--- src/rtl/alu_seq_pkg.sv ---
// Shared definitions for the ALU micro-sequencer: FSM encoding,
// instruction field layout and the ALU select codes.
package alu_seq_pkg;

    typedef enum logic [1:0] {
        IDLE = 2'd0,
        RUN  = 2'd1,
        DONE = 2'd2
    } state_t;

    // Instruction word: {op[7:5], last[4], imm[3:0]}
    localparam int INSTR_W  = 8;
    localparam int OP_MSB   = 7;
    localparam int OP_LSB   = 5;
    localparam int LAST_BIT = 4;
    localparam int IMM_MSB  = 3;

    localparam logic [2:0] ALU_ADD = 3'b000;
    localparam logic [2:0] ALU_SUB = 3'b001;
    localparam logic [2:0] ALU_AND = 3'b010;
    localparam logic [2:0] ALU_OR  = 3'b011;
    localparam logic [2:0] ALU_XOR = 3'b100;
    localparam logic [2:0] ALU_NOT = 3'b101;
    localparam logic [2:0] ALU_SHL = 3'b110;
    localparam logic [2:0] ALU_SHR = 3'b111;

endpackage

--- src/rtl/alu_seq_imem.sv ---
// Instruction store: DEPTH x IW register file, async clear,
// one synchronous write port and one combinational read port.
module alu_seq_imem
    import alu_seq_pkg::*;
#(
    parameter int DEPTH = 8,
    parameter int AW    = 3,
    parameter int IW    = INSTR_W
) (
    input  logic          clk,
    input  logic          reset,
    input  logic          i_wr_en,
    input  logic [AW-1:0] i_wr_addr,
    input  logic [IW-1:0] i_wr_data,
    input  logic [AW-1:0] i_rd_addr,
    output logic [IW-1:0] o_rd_data
);

    logic [IW-1:0] r_mem [DEPTH];

    // NOTE: the store is cleared by reset on purpose, so a run after reset
    // executes a defined all-zero program rather than whatever was left behind.
    always_ff @(posedge clk or posedge reset) begin
        if (reset) begin
            for (int i = 0; i < DEPTH; i++) begin
                r_mem[i] <= '0;
            end
        end else if (i_wr_en) begin
            r_mem[i_wr_addr] <= i_wr_data;
        end
    end

    assign o_rd_data = r_mem[i_rd_addr];

endmodule

--- src/rtl/alu_sequencer.sv ---
// Micro-sequencer driving a combinational ALU: runs a small stored program,
// feeding the accumulator back as operand A on every step.
module alu_sequencer
    import alu_seq_pkg::*;
#(
    parameter int DEPTH = 8,
    parameter int AW    = 3,
    parameter int W     = 4,
    parameter int OPW   = 3
) (
    input  logic               clk,
    input  logic               reset,
    input  logic               wr_en,
    input  logic [AW-1:0]      wr_addr,
    input  logic [OPW+W:0]     wr_data,
    input  logic               start,
    input  logic [W-1:0]       acc_init,
    output logic               busy,
    output logic               done,
    output logic [W-1:0]       result,
    output logic [AW-1:0]      pc,
    output logic [OPW-1:0]     alu_sel,
    output logic [W-1:0]       alu_a,
    output logic [W-1:0]       alu_b,
    input  logic [W-1:0]       alu_y
);

    state_t          r_state;
    state_t          w_state_nxt;
    logic [AW-1:0]   r_pc;
    logic [W-1:0]    r_acc;
    logic [W-1:0]    r_result;
    logic [OPW+W:0]  w_instr;
    logic            w_wr_en;
    logic            w_finish;

    alu_seq_imem #(
        .DEPTH (DEPTH),
        .AW    (AW),
        .IW    (OPW + 1 + W)
    ) u_imem (
        .clk       (clk),
        .reset     (reset),
        .i_wr_en   (w_wr_en),
        .i_wr_addr (wr_addr),
        .i_wr_data (wr_data),
        .i_rd_addr (r_pc),
        .o_rd_data (w_instr)
    );

    always_ff @(posedge clk or posedge reset) begin
        if (reset) begin
            r_state <= IDLE;
        end else begin
            r_state <= w_state_nxt;
        end
    end

    // NOTE: every output of this block gets a default before the case, so no
    // path leaves a signal unassigned and no latch is inferred.
    always_comb begin
        w_state_nxt = r_state;
        w_wr_en     = 1'b0;
        w_finish    = 1'b0;
        alu_sel     = ALU_ADD;
        alu_a       = '0;
        alu_b       = '0;
        case (r_state)
            IDLE: begin
                w_wr_en = wr_en;
                if (start) begin
                    w_state_nxt = RUN;
                end
            end
            RUN: begin
                alu_sel  = w_instr[OP_MSB:OP_LSB];
                alu_a    = r_acc;
                alu_b    = w_instr[IMM_MSB:0];
                // The last slot terminates even without its last bit; pc never wraps.
                w_finish = w_instr[LAST_BIT] || (r_pc == AW'(DEPTH - 1));
                if (w_finish) begin
                    w_state_nxt = DONE;
                end
            end
            DONE:    w_state_nxt = IDLE;
            default: w_state_nxt = IDLE;
        endcase
    end

    // NOTE: sequential state uses non-blocking assignments only, so every
    // register samples the pre-edge values of its neighbours.
    always_ff @(posedge clk or posedge reset) begin
        if (reset) begin
            r_pc     <= '0;
            r_acc    <= '0;
            r_result <= '0;
        end else begin
            case (r_state)
                IDLE: begin
                    if (start) begin
                        r_acc <= acc_init;
                        r_pc  <= '0;
                    end
                end
                RUN: begin
                    r_acc <= alu_y;
                    if (w_finish) begin
                        r_result <= alu_y;
                    end else begin
                        r_pc <= r_pc + AW'(1);
                    end
                end
                DONE:    r_pc <= '0;
                default: r_pc <= '0;
            endcase
        end
    end

    assign busy   = (r_state == RUN) || (r_state == DONE);
    assign done   = (r_state == DONE);
    assign result = r_result;
    assign pc     = r_pc;

endmodule

--- config.mk ---
export PLATFORM = sky130hd
export DESIGN_NAME = alu_sequencer
export DESIGN_NICKNAME = d
export VERILOG_FILES = /design/src/rtl/alu_seq_pkg.sv /design/src/rtl/alu_seq_imem.sv /design/src/rtl/alu_sequencer.sv
export SDC_FILE = /design/constraint.sdc
export NUM_CORES = 1
export LEC_CHECK = 0
export CAP_MARGIN = 15
export CORE_MARGIN = 2
export CORE_UTILIZATION = 62
export CTS_CLUSTER_DIAMETER = 40
export DETAILED_ROUTE_END_ITERATION = 8
export DONT_BUFFER_PORTS = 1
export MAX_ROUTING_LAYER = met4
export PLACE_DENSITY = 0.78
export SLEW_MARGIN = 25
export SYNTH_ARGS = -nofsm -noshare
export SYNTH_HDL_FRONTEND = slang
export SYNTH_HIERARCHICAL = 1
export SYNTH_SLANG_ARGS = --single-unit
--- constraint.sdc ---
create_clock -name clk -period 3.7 [get_ports clk]
set_clock_uncertainty 0.2 [all_clocks]
set_input_delay 0.37 -clock clk [delete_from_list [all_inputs] [get_ports clk]]
set_output_delay 0.37 -clock clk [all_outputs]
set_load 0.01 [all_outputs]
# == Word-level counts from Yosys, hierarchy flattened ==
# Cells that the tools add are included.
# totals
regBits,77
in_bits,23
latchBits,0
output_inout_bits,20
elab_cells,52
mem_count,0
ram_bits,0
romBits,0
# op_classes
div_mod_pow,0
n_reduce_logical,9
shift,0
muxes,19
bitwise_logic,2
multipliers,0
n_eq_ne,6
n_addsub,1
magnitude_cmp,3
# op_table
operator,n
bitwise mux 64 bit,1
binary-select mux 8 bit (select 3 bit),1
demux 8 bit (select 3 bit),1
two-way mux 8 bit,3
two-way mux 4 bit,3
two-way mux 3 bit,3
">= comparator 4 bit, second input constant",2
inverter 3 -> 4 bit,2
case mux 4 bit (2 select lines),1
AND reduction 2 bit,4
"!= test 2 bit, second input constant",3
case mux 3 bit (2 select lines),1
"< comparator 4 x 1 -> 1 bit, second input constant",1
two-way mux 2 bit,2
case mux 2 bit (2 select lines),1
"adder 3 x 1 -> 3 bit, second input constant",1
"== test 3 bit, second input constant",1
"== test 2 x 1 -> 1 bit, second input constant",1
"== test 2 bit, second input constant",1
logical NOT 2 bit,1
logical OR 1 bit,2
two-way mux 1 bit,2
nonzero test 2 bit,1
logical AND 1 bit,1

# == Longest topological paths before layout ==
# depth
word_depth,8
mapped_depth,8
depth_no_buf,5

# == Cells and area by module ==
# The synthesis kept the hierarchy.
# by_module_without_submodules
module,area_per_inst_um2,seq_area_each_um2,n_inst,cells_each
alu_seq_imem,3009.1,1601.5,1,173
alu_sequencer,822.0,325.3,1,77

# == Worst setup path after synthesis ==
# Ideal clock, no wire load.
# synth_path
path_type,reg-to-reg
start,register r_pc[0] (netlist: pc[0])
end,register r_result[0] (netlist: result[0])
required_time_ns,3.375
n_path_buf,1
setup_slack_ns,1.351
setup_time_ns,0.125
stages_incl_launch_ff,6
arrival_ns,2.024
synth_period_minus_slack_ns,2.349
cell_sequence,dfrtp_1 > buf_6 > mux4_1 > mux2_2 > o21ai_2 > mux2_2
# synth_between
elab_chain_cells,7
elab_cells_between_ends,8
cone_classes,eq/ne: 1; mux: 4; bitwise: 1; reduce/logical: 2
# synth_lines
element,line,text
start: declaration,alu_sequencer.sv:30,logic [AW-1:0] r_pc;
start signal: assignment,alu_sequencer.sv:110,r_pc <= r_pc + AW'(1);
inverter 3 -> 4 bit (not written as such),alu_seq_imem.sv:33,assign o_rd_data = r_mem[i_rd_addr];
binary-select mux 8 bit (select 3 bit),alu_seq_imem.sv:33,
two-way mux 8 bit (not written as such) (2 in a row),alu_seq_imem.sv:33,
named net w_instr[4],alu_sequencer.sv:33,logic [OPW+W:0] w_instr;
logical OR 1 bit,alu_sequencer.sv:80,w_finish = w_instr[LAST_BIT] || (r_pc == AW'(DEPTH - 1));
two-way mux 1 bit,alu_sequencer.sv:68,case (r_state)
AND reduction 2 bit (no line),-,
end signal: assignment,alu_sequencer.sv:108,r_result <= alu_y;
end: declaration,alu_sequencer.sv:32,logic [W-1:0] r_result;
# The timed path passes the listed nets, and every way through them passes these cells. The select of a mux whose other input is x is not followed.
# A chain may end at the register's enable or synchronous reset.

# == Worst setup path after layout ==
# layout_path
start,register r_pc[0] (netlist: pc[0])
end,output alu_sel[1]
# layout_between
elab_chain_cells,5
# layout_lines
element,line,text
inverter 3 -> 4 bit (not written as such),alu_seq_imem.sv:33,
binary-select mux 8 bit (select 3 bit),alu_seq_imem.sv:33,
two-way mux 8 bit (not written as such) (2 in a row),alu_seq_imem.sv:33,
named net w_instr[6],alu_sequencer.sv:33,
two-way mux 3 bit,alu_sequencer.sv:68,
end: declaration,alu_sequencer.sv:22,"output logic [OPW-1:0] alu_sel,"
# The timed path passes the listed nets, and every way through them passes these cells. The select of a mux whose other input is x is not followed.

==> impl_metrics.py <==
metrics = {
    "outcome": {
        "status": "complete, no violations",
    },
    "synthesis": {
        "synth-edff-count": 0,
        "synth.distinct_cells": 39,
        "synth_seq_cells": 77,
        "avgSynthCellArea_um2": 15.3,
        "synthCells": 250,
        "yosys_warnings": 6,
        "syn_area_um2": 3830,
        "yosysSeqAreaShare_pct": 50.3,
        "syn_nets": 279,
        "ys.flop_type": "dfrtp_1",
        "async_reset_ff_share_pct": 100,
    },
    "pwr": {
        "total_power_mw": 3.33,
        "seqPwrFrac_pct": 45.4,
        "comb_power_share_pct": 36.2,
        "power_density_nw_per_um2": 794,
        "power.share.switching_pct": 30.7,
        "p_clk_share_pct": 18.3,
        "p_leak_nw": 1.81,
        "p_int_mw": 2.31,
        "ir_worst_vdd_v": 0.000470,
        "power.switching_mw": 1.02,
    },
    "setup_path": {
        "cp_slowest_cell": "dfrtp_1",
        "crit_path_end_kind": "primary output",
        "worstPathCellList": "buf_4, mux4_1, mux2_2, and2_1",
        "crit_required_ns": 3.13,
        "criticalPathCategory": "register to primary output",
        "cp_max_fo": 13,
        "critPathMaxStageDelay_ns": 0.74,
        "cp_data_arrival_time_ns": 2.44,
        "regToRegSetupSlack_ns": 1.03,
        "start_kind": "register",
    },
    "detailed_routing": {
        "viasPerCell": 6.25,
        "routed_wl_mm": 7.19,
        "wl_per_cell_um": 20.8,
        "drtIter0Drc": 127,
        "num_vias": 2163,
        "ant_nets": 0,
        "drc": 0,
        "firstDrtPassIters": 4,
    },
    "timing": {
        "report.final.slew_viol_count": 0,
        "fin_crit_ns": 3.01,
        "timing.final.ws_setup_ns": 0.693,
        "timing.fmax_ghz": 0.333,
        "finalCritPeriodShare_pct": 81.3,
        "finalHoldViolCount": 0,
        "setup_tns_ns": 0,
        "worst_pin_slew_ns": 0.777,
        "rsz0062_at_grt": "false",
        "max_slew_margin_pct": 48.0,
        "final-setup-viol-count": 0,
    },
    "layout": {
        "n_fill_cell": 404,
        "multiInputGateArea_um2": 1770,
        "post-route-util_pct": 70.5,
        "syn2layout_area_growth_pct": 9.63,
        "stdcell_count": 346,
        "mostFrequentLayoutCells": "dfrtp_1 (77), mux2_2 (75), dlygate4sd3_1 (15), mux4_1 (15), and2_1 (12)",
        "mostFrequentLayoutCell": "dfrtp_1",
        "drive_above_1_share_pct": 39.5,
        "seqCellArea_um2": 1930,
        "antenna_cells": 0,
        "nets": 295,
    },
    "place": {
        "dp.final_hpwl_mm": 4.72,
        "port_buffers": 0,
        "gp_congestion": 0.729,
        "dp_slack_ns": 1.04,
        "dp.cells": 315,
    },
    "cts": {
        "cts_resized": 0,
        "cts_tree": "yes",
        "insertion_delay_ns": 0.35,
        "path_clk_slew_ns": 0.07,
        "htreeDepth": 3,
        "cts_buffer_depth": 2,
        "cts_buffers": 9,
        "cts-root-buf": "clkbuf_8",
        "clock-sinks": 77,
    },
    "run": {
        "maxCapViolCount": 0,
    },
    "global_routing": {
        "grt_max_degree": 38,
        "grt_pass1_vias": 2082,
        "antenna_found_initial": 0,
        "overflow": 0,
        "grtUsageTotal_pct": 23.5,
        "grt_pass1_wl_mm": 10.8,
    },
    "worst_hold_path": {
        "hold_path.class": "input pin to register",
    },
    "die": {
        "die-area_um2": 6820,
        "start_util_pct": 64.3,
        "die_h_um": 82.6,
        "io_pins": 43,
        "coreArea_um2": 5960,
        "num_rows": 28,
        "dieWidth_um": 82.6,
    },
}
## final timing paths
kind	from	end	cells past startpoint
max	pc[0]$_DFFE_PP0P_	alu_sel[1]	4
min	alu_y[0]	r_acc[0]$_DFFE_PP0P_	2
max reg2reg	pc[0]$_DFFE_PP0P_	result[0]$_DFFE_PP0P_	5
min reg2reg	u_imem/r_mem[20]$_DFFE_PP0P_	u_imem/r_mem[20]$_DFFE_PP0P_	1
max in group asynchronous	reset	u_imem/r_mem[33]$_DFFE_PP0P_	3
min in group asynchronous	reset	pc[2]$_DFFE_PP0P_	2
## critical path, delay by kind of cell, from the launching register on
kind | cells | cell delay (ns)
multiplexers | 2 | 0.84
AND/OR/NAND/NOR | 1 | 0.19
flip-flops | 1 | 0.74
buffers and inverters | 1 | 0.31
## power by group through the flow
stage | clock network, mW | registers [mW] | logic, mW
after floorplan | 0 | 1.41 | 1.10
after global placement | 0 | 1.51 | 1.15
after detailed placement | 0 | 1.53 | 1.19
after CTS | 0.624 | 1.51 | 1.22
after global routing | 0.668 | 1.57 | 1.31
final | 0.611 | 1.51 | 1.21
## cell usage after synthesis, types with 2 or more instances
master    instances  area share (%)
a21oi_1           2            0.26
a32o_1            2            0.52
and2_1           12             2.0
buf_2             7            0.91
buf_6             5             1.5
buf_8             2            0.78
clkbuf_1          2            0.20
dfrtp_1          77              50
ha_1              6             2.0
inv_1             5            0.49
mux2_2           75              22
mux4_1           15              10
nand2_1           5            0.49
nand3_1           2            0.26
nand3b_1          2            0.39
nand4b_1          5             1.1
nor4bb_1          3            0.78
o21ai_0           2            0.26
## kinds of logic (layout without fill, tap and decap cells)
| logic type | after synthesis | in the layout | synth area share (%) |
|---|---|---|---|
| mux | 92 | 92 | 33.3 |
| buf+inv | 22 | 43 | 3.95 |
| simple gates | 38 | 38 | 7.28 |
| compound gates | 15 | 15 | 3.20 |
| flops | 77 | 77 | 50.3 |
| fa+ha+maj | 6 | 6 | 1.96 |
## final cells by class
| class | count | area share, % |
|---|---|---|
| Inverter | 5 | 0.447 |
| Timing Repair Buffer | 22 | 4.83 |
| Multi-Input combinational cell | 151 | 42.2 |
| Clock buffer | 15 | 3.72 |
| Sequential cell | 77 | 45.9 |
| Tap cell | 75 | 2.23 |
| Clock inverter | 1 | 0.715 |
## state kept, by name, indices dropped and copies added (netlist names)
name	count
result	4
pc	3
r_state	2
u_imem/r_mem	64
r_acc	4
## timing repair
action	4_1_cts	5_1_grt
setup buffers	0	0
hold buffers	15	0
endpoints found under the hold margin	119	0
## metrics by stage
| stage | hold slack [ns] | instance area (um^2) |
|---|---|---|
| after floorplan | 0.0470 | 3830 |
| final | 0.0964 | 4200 |
| after global placement | 0.117 | 3860 |
| after detailed placement | 0.120 | 3860 |
| after CTS | 0.0881 | 4200 |
| after global routing | 0.0764 | 4200 |
## metal layers
layer | share of wire, % | global-route usage [%]
met5 | 0 | -
met4 | 1.6 | 9.34
met3 | 4.7 | 6.52
met2 | 47 | 35.0
met1 | 46 | 30.8
Power figures use the tool's default switching activity.
